**src/rtl/adc_spi_sampler.sv**
```systemverilog
// Free-running sampler for an external 8-channel, 10-bit SPI ADC.
// Define ADC_SAMPLE_AVG_EN to strobe only the truncated mean of 4 same-channel conversions.
module adc_spi_sampler #(
    parameter int CLK_DIV = 8,
    parameter int CS_GAP  = 4
) (
    input  logic       clk,
    input  logic       rst,
    input  logic [3:0] channel,
    output logic       new_sample,
    output logic [9:0] sample,
    output logic [3:0] sample_channel,
    output logic       busy,
    output logic       adc_cs_n,
    output logic       adc_sck,
    output logic       adc_mosi,
    input  logic       adc_miso
);

    // 17 SCK periods are halves 0..33; half 34 is the trailing low time before DONE.
    localparam int LAST_HALF = 34;
    localparam int GW        = (CS_GAP > 1) ? $clog2(CS_GAP) : 1;

    typedef enum logic [1:0] {GAP, START, SHIFT, DONE} state_t;

    state_t        state;
    state_t        next_state;
    logic [GW-1:0] gap_cnt;
    logic [7:0]    div_cnt;
    logic [5:0]    half_cnt;
    logic [2:0]    chan_q;
    logic [3:0]    cmd_q;
    logic [9:0]    shreg;
    logic          div_wrap;
    logic          gap_done;
    logic          shift_done;

`ifdef ADC_SAMPLE_AVG_EN
    logic [11:0] acc;
    logic [1:0]  acc_cnt;
    logic [2:0]  prev_chan;
    logic [11:0] acc_sum;

    assign acc_sum = acc + {2'b00, shreg};
`endif

    assign div_wrap   = (div_cnt == 8'(CLK_DIV - 1));
    assign gap_done   = (gap_cnt == GW'(CS_GAP - 1));
    assign shift_done = (state == SHIFT) && div_wrap && (half_cnt == 6'(LAST_HALF));

    // NOTE: next_state gets a default before the case so no path leaves it unassigned (no latch).
    always_comb begin
        next_state = state;
        case (state)
            GAP:     if (gap_done) next_state = START;
            START:   next_state = channel[3] ? GAP : SHIFT;
            SHIFT:   if (shift_done) next_state = DONE;
            DONE:    next_state = GAP;
            default: next_state = GAP;
        endcase
    end

    // NOTE: all state updates use <= so every register sees pre-edge values of the others.
    always_ff @(posedge clk) begin
        if (!rst) begin
            state          <= GAP;
            gap_cnt        <= '0;
            div_cnt        <= '0;
            half_cnt       <= '0;
            chan_q         <= '0;
            cmd_q          <= '0;
            shreg          <= '0;
            adc_cs_n       <= 1'b1;
            adc_sck        <= 1'b0;
            adc_mosi       <= 1'b0;
            busy           <= 1'b0;
            new_sample     <= 1'b0;
            sample         <= '0;
            sample_channel <= '0;
`ifdef ADC_SAMPLE_AVG_EN
            acc            <= '0;
            acc_cnt        <= '0;
            prev_chan      <= '0;
`endif
        end else begin
            state      <= next_state;
            adc_cs_n   <= (next_state != SHIFT);
            busy       <= (next_state == SHIFT);
            new_sample <= 1'b0;

            case (state)
                GAP: gap_cnt <= gap_done ? '0 : gap_cnt + GW'(1);
                START: begin
                    if (!channel[3]) begin
                        chan_q   <= channel[2:0];
                        cmd_q    <= {1'b1, channel[2:0]};
                        adc_mosi <= 1'b1;
                        adc_sck  <= 1'b0;
                        div_cnt  <= '0;
                        half_cnt <= '0;
                    end
                end
                SHIFT: begin
                    if (!div_wrap) begin
                        div_cnt <= div_cnt + 8'd1;
                    end else begin
                        div_cnt <= '0;
                        if (half_cnt != 6'(LAST_HALF)) begin
                            half_cnt <= half_cnt + 6'd1;
                            adc_sck  <= ~half_cnt[0];
                            if (!half_cnt[0]) begin
                                // Rising edge number half_cnt/2+1; data bits ride on edges 8..17.
                                if (half_cnt >= 6'd14) shreg <= {shreg[8:0], adc_miso};
                            end else begin
                                adc_mosi <= cmd_q[3];
                                cmd_q    <= {cmd_q[2:0], 1'b0};
                            end
                        end
                    end
                end
                default: ;
            endcase

            if (shift_done) begin
`ifdef ADC_SAMPLE_AVG_EN
                prev_chan <= chan_q;
                if (acc_cnt == 2'd0 || chan_q != prev_chan) begin
                    acc     <= {2'b00, shreg};
                    acc_cnt <= 2'd1;
                end else if (acc_cnt == 2'd3) begin
                    new_sample     <= 1'b1;
                    sample         <= acc_sum[11:2];
                    sample_channel <= {1'b0, chan_q};
                    acc            <= '0;
                    acc_cnt        <= 2'd0;
                end else begin
                    acc     <= acc_sum;
                    acc_cnt <= acc_cnt + 2'd1;
                end
`else
                new_sample     <= 1'b1;
                sample         <= shreg;
                sample_channel <= {1'b0, chan_q};
`endif
            end
        end
    end

endmodule

```
**config.mk**
```make
export PLATFORM = sky130hd
export DESIGN_NAME = adc_spi_sampler
export DESIGN_NICKNAME = d
export VERILOG_FILES = /design/src/rtl/adc_spi_sampler.sv
export SDC_FILE = /design/constraint.sdc
export NUM_CORES = 1
export LEC_CHECK = 0
export ABC_CLOCK_PERIOD_IN_PS = 2600
export CORE_ASPECT_RATIO = 0.6
export CORE_MARGIN = 10
export CORE_UTILIZATION = 57
export CTS_BUF_LIST = sky130_fd_sc_hd__clkbuf_2 sky130_fd_sc_hd__clkbuf_4 sky130_fd_sc_hd__clkbuf_8
export CTS_CLUSTER_DIAMETER = 100
export DETAILED_ROUTE_END_ITERATION = 8
export PLACE_DENSITY_LB_ADDON = 0.12
export SLEW_MARGIN = 15
export SYNTH_ARGS = -nofsm -noshare
export SYNTH_HDL_FRONTEND = slang
export SYNTH_SLANG_ARGS = --single-unit
```
**constraint.sdc**
```tcl
create_clock -name clk -period 2.6 [get_ports clk]
set_input_delay 0.26 -clock clk [delete_from_list [all_inputs] [get_ports clk]]
set_output_delay 0.26 -clock clk [all_outputs]
set_load 0.05 [all_outputs]
```
# Word level (Yosys, flattened, before mapping)
# Index checks and enable logic that the tools add are counted.
# totals
ff_bits	53
in_bits	7
out_inout_bits	19
elab_cells	69
# op_classes
addsub	3
magnitude_cmp	1
eq_ne	13
muxes	27
bitwise	2
reduce_logical	9
# ops
op	count
6-bit two-way mux	3
4-bit two-way mux	4
8-bit two-way mux	2
8-bit one-hot mux with 2 select lines	1
6-bit one-hot mux with 2 select lines	1
5-bit AND reduction	2
8-bit by 1-bit adder with 8-bit output, second input constant	1
2-bit == test, second input constant	4
8-bit by 3-bit == test with 1-bit output, second input constant	1
1-bit two-way mux	8
2-bit two-way mux	4
2-bit inequality test, second input constant	4
2-bit one-hot mux with 4 select lines	1
4-bit one-hot mux with 2 select lines	1
6-bit by 1-bit adder with 6-bit output, second input constant	1
6-bit == test, second input constant	1
6-bit by 4-bit >= comparator with 1-bit output, second input constant	1
6-bit inequality test, second input constant	1
1-bit one-hot mux with 2 select lines	2
2-bit AND reduction	2
4-bit AND reduction	1
2-bit by 1-bit adder with 2-bit output, second input constant	1
2-bit by 1-bit == test with 1-bit output, second input constant	1
1-bit logical AND	2
4 further kinds	5

# Depth between registers and ports, before layout
# Gate-level depths: netlist (run 1).
# depth
word_depth	6
ltp_mapped	7
depth_no_buf	6

# Worst setup path before layout (run 1)
# OpenSTA, ideal clock, no wires.
# synth_timing
path_type	flip-flop to flip-flop
startpoint	register adc_sck (netlist name)
endpoint	register half_cnt[5]
setup_ns	0.070
arrival_ns	2.010
required_ns	2.530
setup_slack_ns	0.520
stages_incl_launch_ff	7
path_buffers	0
synth_period_minus_slack_ns	2.080
cell_sequence	dfxtp_1 -> inv_1 -> ha_1 -> a31oi_1 -> o21ai_2 -> or4_1 -> a21oi_1
# synth_lines
element	line	source
end signal, assigned	109	half_cnt <= half_cnt + 6'd1;
end, declared	30	logic [5:0] half_cnt;

# Worst setup path after layout (run 1)
# layout_timing
startpoint	register div_cnt[4]
endpoint	register half_cnt[5]
# layout_via
elab_chain_cells	3
# layout_rtl
element	line	source
start, declared	29	logic [7:0] div_cnt;
start signal, assigned	105	div_cnt <= div_cnt + 8'd1;
8-bit by 3-bit == test with 1-bit output	47	assign div_wrap = (div_cnt == 8'(CLK_DIV - 1));
2-bit inequality test (no source line)	-	
4-bit AND reduction (no source line)	-	
# Every way passes these cells.
# A chain may end at the register's enable or synchronous reset.

==> results of run 1 <==
-- registers in the layout (all words and copies together) (netlist names) --
name / cells
adc_cs_n: 1
adc_mosi: 1
adc_sck: 1
busy: 1
chan_q: 3
cmd_q: 4
div_cnt: 8
gap_cnt: 2
half_cnt: 5
new_sample: 1
sample: 10
sample_channel: 3
shreg: 10
state: 2
-- metrics by stage --
step,util,cells,hold WS (ns),power (mW)
global placement,0.670,323,0.441,0.932
global route,0.703,331,0.483,1.55
CTS,0.703,331,0.455,1.51
floorplan,-,259,0.393,0.904
detailed placement,0.670,323,0.442,0.935
finish,0.703,331,0.453,1.49
-- layout make-up --
type	instances	area [um2]
inverters	4	15.0
flip-flops and latches	52	1040
multi-input cells	189	1040
clock inverters	2	38.8
clock buffers	6	82.6
repair buffers	31	293
fillers	324	1090
well taps	47	58.8
-- kinds of logic (layout without fill, tap and decap cells) --
kind of cell | after synthesis | count (layout) | share of synthesized area
AOI/OAI and AO/OA | 65 | 65 | 0.201
xor gates and xnor gates | 3 | 3 | 0.0122
adders and majority gates | 4 | 4 | 0.0232
buffers and inverters | 18 | 43 | 0.0337
DFF | 52 | 52 | 0.483
other | 1 | 1 | 0.00174
and+or+nand+nor | 116 | 116 | 0.245
-- cell usage in the layout (no fill, tap or decap), types with 2 or more instances in the layout --
cell type        count
a211oi_1             4
a21o_1               2
a21oi_1             24
a311oi_1             4
a41oi_1              2
and3_1               5
buf_4                7
clkbuf_8             6
clkdlybuf4s50_1     24
dfxtp_1             52
ha_1                 4
inv_1                4
nand2_1             61
nand2b_1             2
nand3_1             15
nor2_1              18
nor2b_1              2
nor3_1               2
o211ai_1             4
o21ai_0              4
o21ai_1             10
or3_1                2
or4_1                3
xnor2_1              2
-- worst max-delay path: stages (launching register included) --
cell and delay [ns]:
dfxtp_1 0.37, or4_4 0.57, o31ai_4 0.32, o21ai_2 0.15, or4_1 0.52, a21oi_1 0.14
-- power by group --
group	internal (mW)	total (mW)	switching, mW
registers	0.811	0.820	0.00953
clock network	0.315	0.578	0.263
logic	0.0359	0.0956	0.0597
total	1.16	1.49	0.332
-- how the worst max path moves through the flow --
stage                    start  cells after the start           to
floorplan              adc_sck                      6  half_cnt[5]
global placement    div_cnt[4]                      5  half_cnt[5]
detailed placement  div_cnt[4]                      5  half_cnt[5]
CTS                 div_cnt[4]                      5  half_cnt[5]
global route        div_cnt[4]                      5  half_cnt[5]
finish              div_cnt[4]                      5  half_cnt[5]
-- metal layers --
layer / routed length (um) / track usage / vias up / share of wire
li1: - / - / 954 / -
met1: 2200 / 0.176 / 869 / 0.48
met2: 1950 / 0.231 / 53 / 0.42
met3: 423 / 0.0499 / 7 / 0.091
met4: 53 / 0.0569 / 0 / 0.011
met5: 0 / 0 / - / 0
==> impl_results.md, run 1 <==
- Number of cell instances on the worst register-to-register path: 5
- Number of global-route vias before repair: 1767
- Layout Skew: between 0.007 and 0.008 ns
- Cell area after layout: approximately 2600 um2
- Synth Instances: approximately 260
- Vias per std cell: ~5.7
- Number of primary I/O pins: 26
- Final antenna diode count: 0
- End point of the most critical hold path: sample[1]
- Syn-to-layout area delta: 19.3%
- Worst-Skew Late Latency: 0.31 ns
- Worst Setup End Kind: register
- Routed Wire Length: 4630 um
- Number of buffers added by the clock tree synthesis step: 5
- Number of different library cells in the post-synthesis netlist: 44
- Sum of negative setup slack: 0 ns
- Yosys synthesis warning count: 0
- Clock tree root buffer cell: clkbuf_8
- Arrival time at the worst endpoint: approximately 2.4 ns
- Number of sinks on the clock net: between 50 and 60
- Core region area: 3660 um2
- Number of slew-limit violations in the final report: 0
- Power Dens Cells: 581 nW/um2
- Max rail drop VDD: 0.342 mV
- DP Worst Slack: 0.477 ns
- Number of flip-flops and latches in the synthesized netlist: 52
- Initial antenna violation count: 0
- Overflow left after global routing: 0
- Initial Utilization: 0.589
- Critical Setup Path Class: reg2reg
- Count of cells resized by post-cts repair: 0
- H-tree level count: 2
- Run status: finished, final reports clean
- # nets final: 294
- Share of the cycle needed by the critical path after routing: 0.824
- Count leader, synth: nand2_1
- Max Cap Violations: 0
- Setup WS post-layout: 0.458 ns
- Mean post-synth cell area: about 8.3 um2
- Register clock-pin slew on the reported worst setup and hold paths: approximately 0.090 ns
- Biggest area consumer among synthesized cells: dfxtp_1
- Reg-to-reg setup timing slack: 0.46 ns
- Slew @ Worst Pin: approximately 0.72 ns
- DRC violations left: 0
- Estimated wirelength of the detail-placed design: roughly 3300 um
- Highest attainable clock frequency: ~470 MHz
- Top cell type's share of synthesized area: 0.483
- Sequential-to-total area share from yosys stat: 0.483
- First-pass detailed-route iteration total: 4
- Weighted congestion reported at the end of routability-driven placement: 0.862
- Final setup viols: 0
- Net Count, Synth: 270
- Worst EP required: ~2.8 ns
- Hold violation total from the final report: 0
- Pin count of the biggest net entering global routing: 26
- Share of async-settable or async-resettable flops after synthesis: 0
- Worst Hold Launch: sample[1]
- Post-layout minimum cycle time: between 2 and 2.5 ns
- Leading register cell type out of synthesis: dfxtp_1
- Avg WL per Cell: between 10 and 15 um
- Leakage power: 0.917 nW
- Unrepaired setup endpoints after global routing: false
- Class of the most critical hold timing path: reg2reg
- Synth cell count leaders: nand2_1 (61), dfxtp_1 (52), a21oi_1 (24)
- WHS Path Cells: 2
- Overall global routing resource usage: 0.144
- Area enclosed by the die boundary: between 6000 and 7000 um2
- 1st-iter DRT viols: 130
- Buffer depth of the longest clock path: 2
- Fraction of final layout cells sized beyond drive strength 1: 0.0775
- Die Wd: 99.4 um
- Detail Route Antenna Nets: 0
- Count of buffers from port buffering: 24
- Maximum fanout along the worst path: 7
- Postcts setup bufs: 0
- Setup crit start kind: register
- Standard cell area after detailed placement: between 2000 and 2500 um2
- TritonCTS clock tree: built
- Routed vias: 1883
- Global-route wire length before repair: 8000 um
- Worst R2R Start: div_cnt[4]
- Hold_buf cts: 0
- Number of cell rows: 17
- Worst relative slew slack: 0.517
- Vert. Die Dim: approximately 68 um
- Combined area of all synthesized cells: 2160 um2
- Synth area leaders: dfxtp_1 (48%), nand2_1 (11%), a21oi_1 (5.6%)
- Post-synth EDFFs: 0
- RR Endpoint: half_cnt[5]
No activity file was read; power rests on OpenSTA's default activity.
==> run 2: changes to the inputs <==
- ABC_CLOCK_PERIOD_IN_PS: 2600 -> 2200
- clock period: 2.6 -> 2.2 ns (I/O delays scaled with it)
==> run 2 against run 1 <==
Compared with the run above: final cell count is 1.2% higher; highest routed layer unchanged; first-iteration DRC count is 15% lower; critical endpoint is now cmd_q[2]; via count stayed put.
==> impl_results.md, run 2 (same netlist as run 1, synthesis figures left out) <==
- Routed vias: 1883 (unchanged)
- Vias per std cell: 5.62 (was 5.69)
- Leakage power: 0.942 nW (was 0.917 nW)
- Number of slew-limit violations in the final report: 0 (unchanged)
- DRC violations left: 0 (unchanged)
- Worst EP required: 2.42 ns (was 2.84 ns)
- Total power draw: 1.84 mW (was 1.49 mW)
- Count of cells resized by post-cts repair: 0 (unchanged)
- Run status: finished, final reports clean (unchanged)
- Most common cell after layout, fill and taps aside: nand2_1 (unchanged)
- Fraction of final layout cells sized beyond drive strength 1: 0.0903 (was 0.0775)
- Share of the cycle needed by the critical path after routing: 0.945 (was 0.824)
- Vert. Die Dim: 67.6 um (unchanged)
- Pin count of the biggest net entering global routing: 21 (was 26)
- Die Wd: 99.4 um (unchanged)
- Total instance count after detailed placement: 328 (was 323)
- Number of primary I/O pins: 26 (unchanged)
- Layout Skew: 0.00699 ns (was 0.00709 ns)
- Clock tree root buffer cell: clkbuf_8 (unchanged)
- Max rail drop VDD: 0.465 mV (was 0.342 mV)
- Class of the most critical hold timing path: reg2reg (unchanged)
- First-pass detailed-route iteration total: 4 (unchanged)
- Buffer depth of the longest clock path: 2 (unchanged)
- Overall global routing resource usage: 0.147 (was 0.144)
- Maximum fanout along the worst path: 9 (was 7)
- Critical Path Max Stage Delay: 0.60 ns (was 0.57 ns)
- Number of buffers added by the clock tree synthesis step: 5 (unchanged)
- Detail Route Antenna Nets: 0 (unchanged)
- Number of cell rows: 17 (unchanged)
- Hold violation total from the final report: 0 (unchanged)
- Largest registers ranked by flip-flop count: sample (10), shreg (10), div_cnt (8) (unchanged)
- Hold_buf cts: 0 (unchanged)
- Max Cap Violations: 0 (unchanged)
- Area enclosed by the die boundary: 6720 um2 (unchanged)
- Number of filler instances in the final layout: 316 (was 324)
- Initial Utilization: 0.589 (unchanged)
- Syn-to-layout area delta: 21.4% (was 19.3%)
- Initial antenna violation count: 0 (unchanged)
- Worst-Skew Late Latency: 0.30 ns (was 0.31 ns)
- Highest attainable clock frequency: 481 MHz (was 467 MHz)
- Power Dens Cells: 701 nW/um2 (was 581 nW/um2)
- Global-route wire length before repair: 8180 um (was 8000 um)
- Count of buffers from port buffering: 24 (unchanged)
- Number of sinks on the clock net: 52 (unchanged)
- Unrepaired setup endpoints after global routing: false (unchanged)
- Final std cells w/o fill: 335 (was 331)
- Worst Setup End Kind: register (unchanged)
- Number of global-route vias before repair: 1749 (was 1767)
- H-tree level count: 2 (unchanged)
- Core region area: 3660 um2 (unchanged)
- Worst relative slew slack: 0.649 (was 0.517)
- Slew @ Worst Pin: 0.525 ns (was 0.723 ns)
- TritonCTS clock tree: built (unchanged)
- Avg WL per Cell: 14.5 um (was 14.0 um)
- Critical Setup Path Class: reg2reg (unchanged)
- Most frequent cells in the layout: nand2_1 (61), dfxtp_1 (52), a21oi_1 (24), clkdlybuf4s50_1 (24), nor2_1 (18) (unchanged)
- Routed Wire Length: 4870 um (was 4630 um)
- Register clock-pin slew on the reported worst setup and hold paths: 0.09 ns (about the same)
- Final setup viols: 0 (unchanged)
- # nets final: 299 (was 294)
- Estimated wirelength of the detail-placed design: 3470 um (was 3270 um)
- Weighted congestion reported at the end of routability-driven placement: 0.827 (was 0.862)
- Critical path, cell by cell: or4_4 -> or4_1 -> a22oi_4 -> nor2_1 -> a311oi_1 (was or4_4 -> o31ai_4 -> o21ai_2 -> or4_1 -> a21oi_1)
- Sum of negative setup slack: 0 ns (unchanged)
- Final antenna diode count: 0 (unchanged)
- Setup crit start kind: register (unchanged)
- Overflow left after global routing: 0 (unchanged)
- Postcts setup bufs: 0 (unchanged)
- 1st-iter DRT viols: 111 (was 130)
- Post-layout minimum cycle time: 2.08 ns (was 2.14 ns)
- Critical path's slowest cell: or4_4 (unchanged)
- Arrival time at the worst endpoint: 2.29 ns (was 2.39 ns)
-- run 2: final timing paths --
| check | cells after the start | endpoint | from | slack, ns |
|---|---|---|---|---|
| worst max-delay path | 5 | cmd_q[2] | div_cnt[3] | 0.12 |
| worst min register to register | 2 | sample[8] | sample[8] | 0.45 |
| worst min-delay path | 2 | sample[8] | sample[8] | 0.45 |
| worst max register to register | 5 | cmd_q[2] | div_cnt[3] | 0.12 |
-- run 2: report_power, final --
group	total, mW	internal, mW	switching [mW]
Combinational	0.121	0.0471	0.0744
Clock	0.744	0.447	0.296
Sequential	0.970	0.958	0.0116
Total	1.84	1.45	0.382
-- run 2: layer usage --
layer	vias to the layer above	GRT usage	part of all wire
li1	955	-	-
met1	883	0.197	0.52
met2	41	0.218	0.41
met3	4	0.0499	0.063
met4	0	0.0463	0.0076
met5	-	0	0
-- run 2: final cells by class --
type | count | area, um2 | share of cell area
Clock buffer | 5 | 68.8 | 0.0263
Clock inverter | 2 | 60.1 | 0.0230
Inverter | 4 | 15.0 | 0.00574
Multi-Input combinational cell | 189 | 1040 | 0.398
Sequential cell | 52 | 1040 | 0.398
Tap cell | 47 | 58.8 | 0.0225
Timing Repair Buffer | 36 | 330 | 0.126
-- run 2: critical path: cells and delay by family, from the launching register on --
family | cells | cell delay, ns
AND/OR/NAND/NOR | 3 | 1.14
flip-flops | 1 | 0.37
AO/OA/AOI/OAI | 2 | 0.49
-- run 2: through the flow --
stage                     hold WS [ns]   util  instance area [um2]  setup slack, ns
after CTS                        0.455  0.715                 2620            0.127
after global routing             0.483  0.715                 2620          0.00840
after floorplan                  0.353      -                 2160            0.120
final                            0.452  0.715                 2620            0.122
after detailed placement         0.444  0.680                 2490            0.137
after global placement           0.439  0.680                 2490            0.198
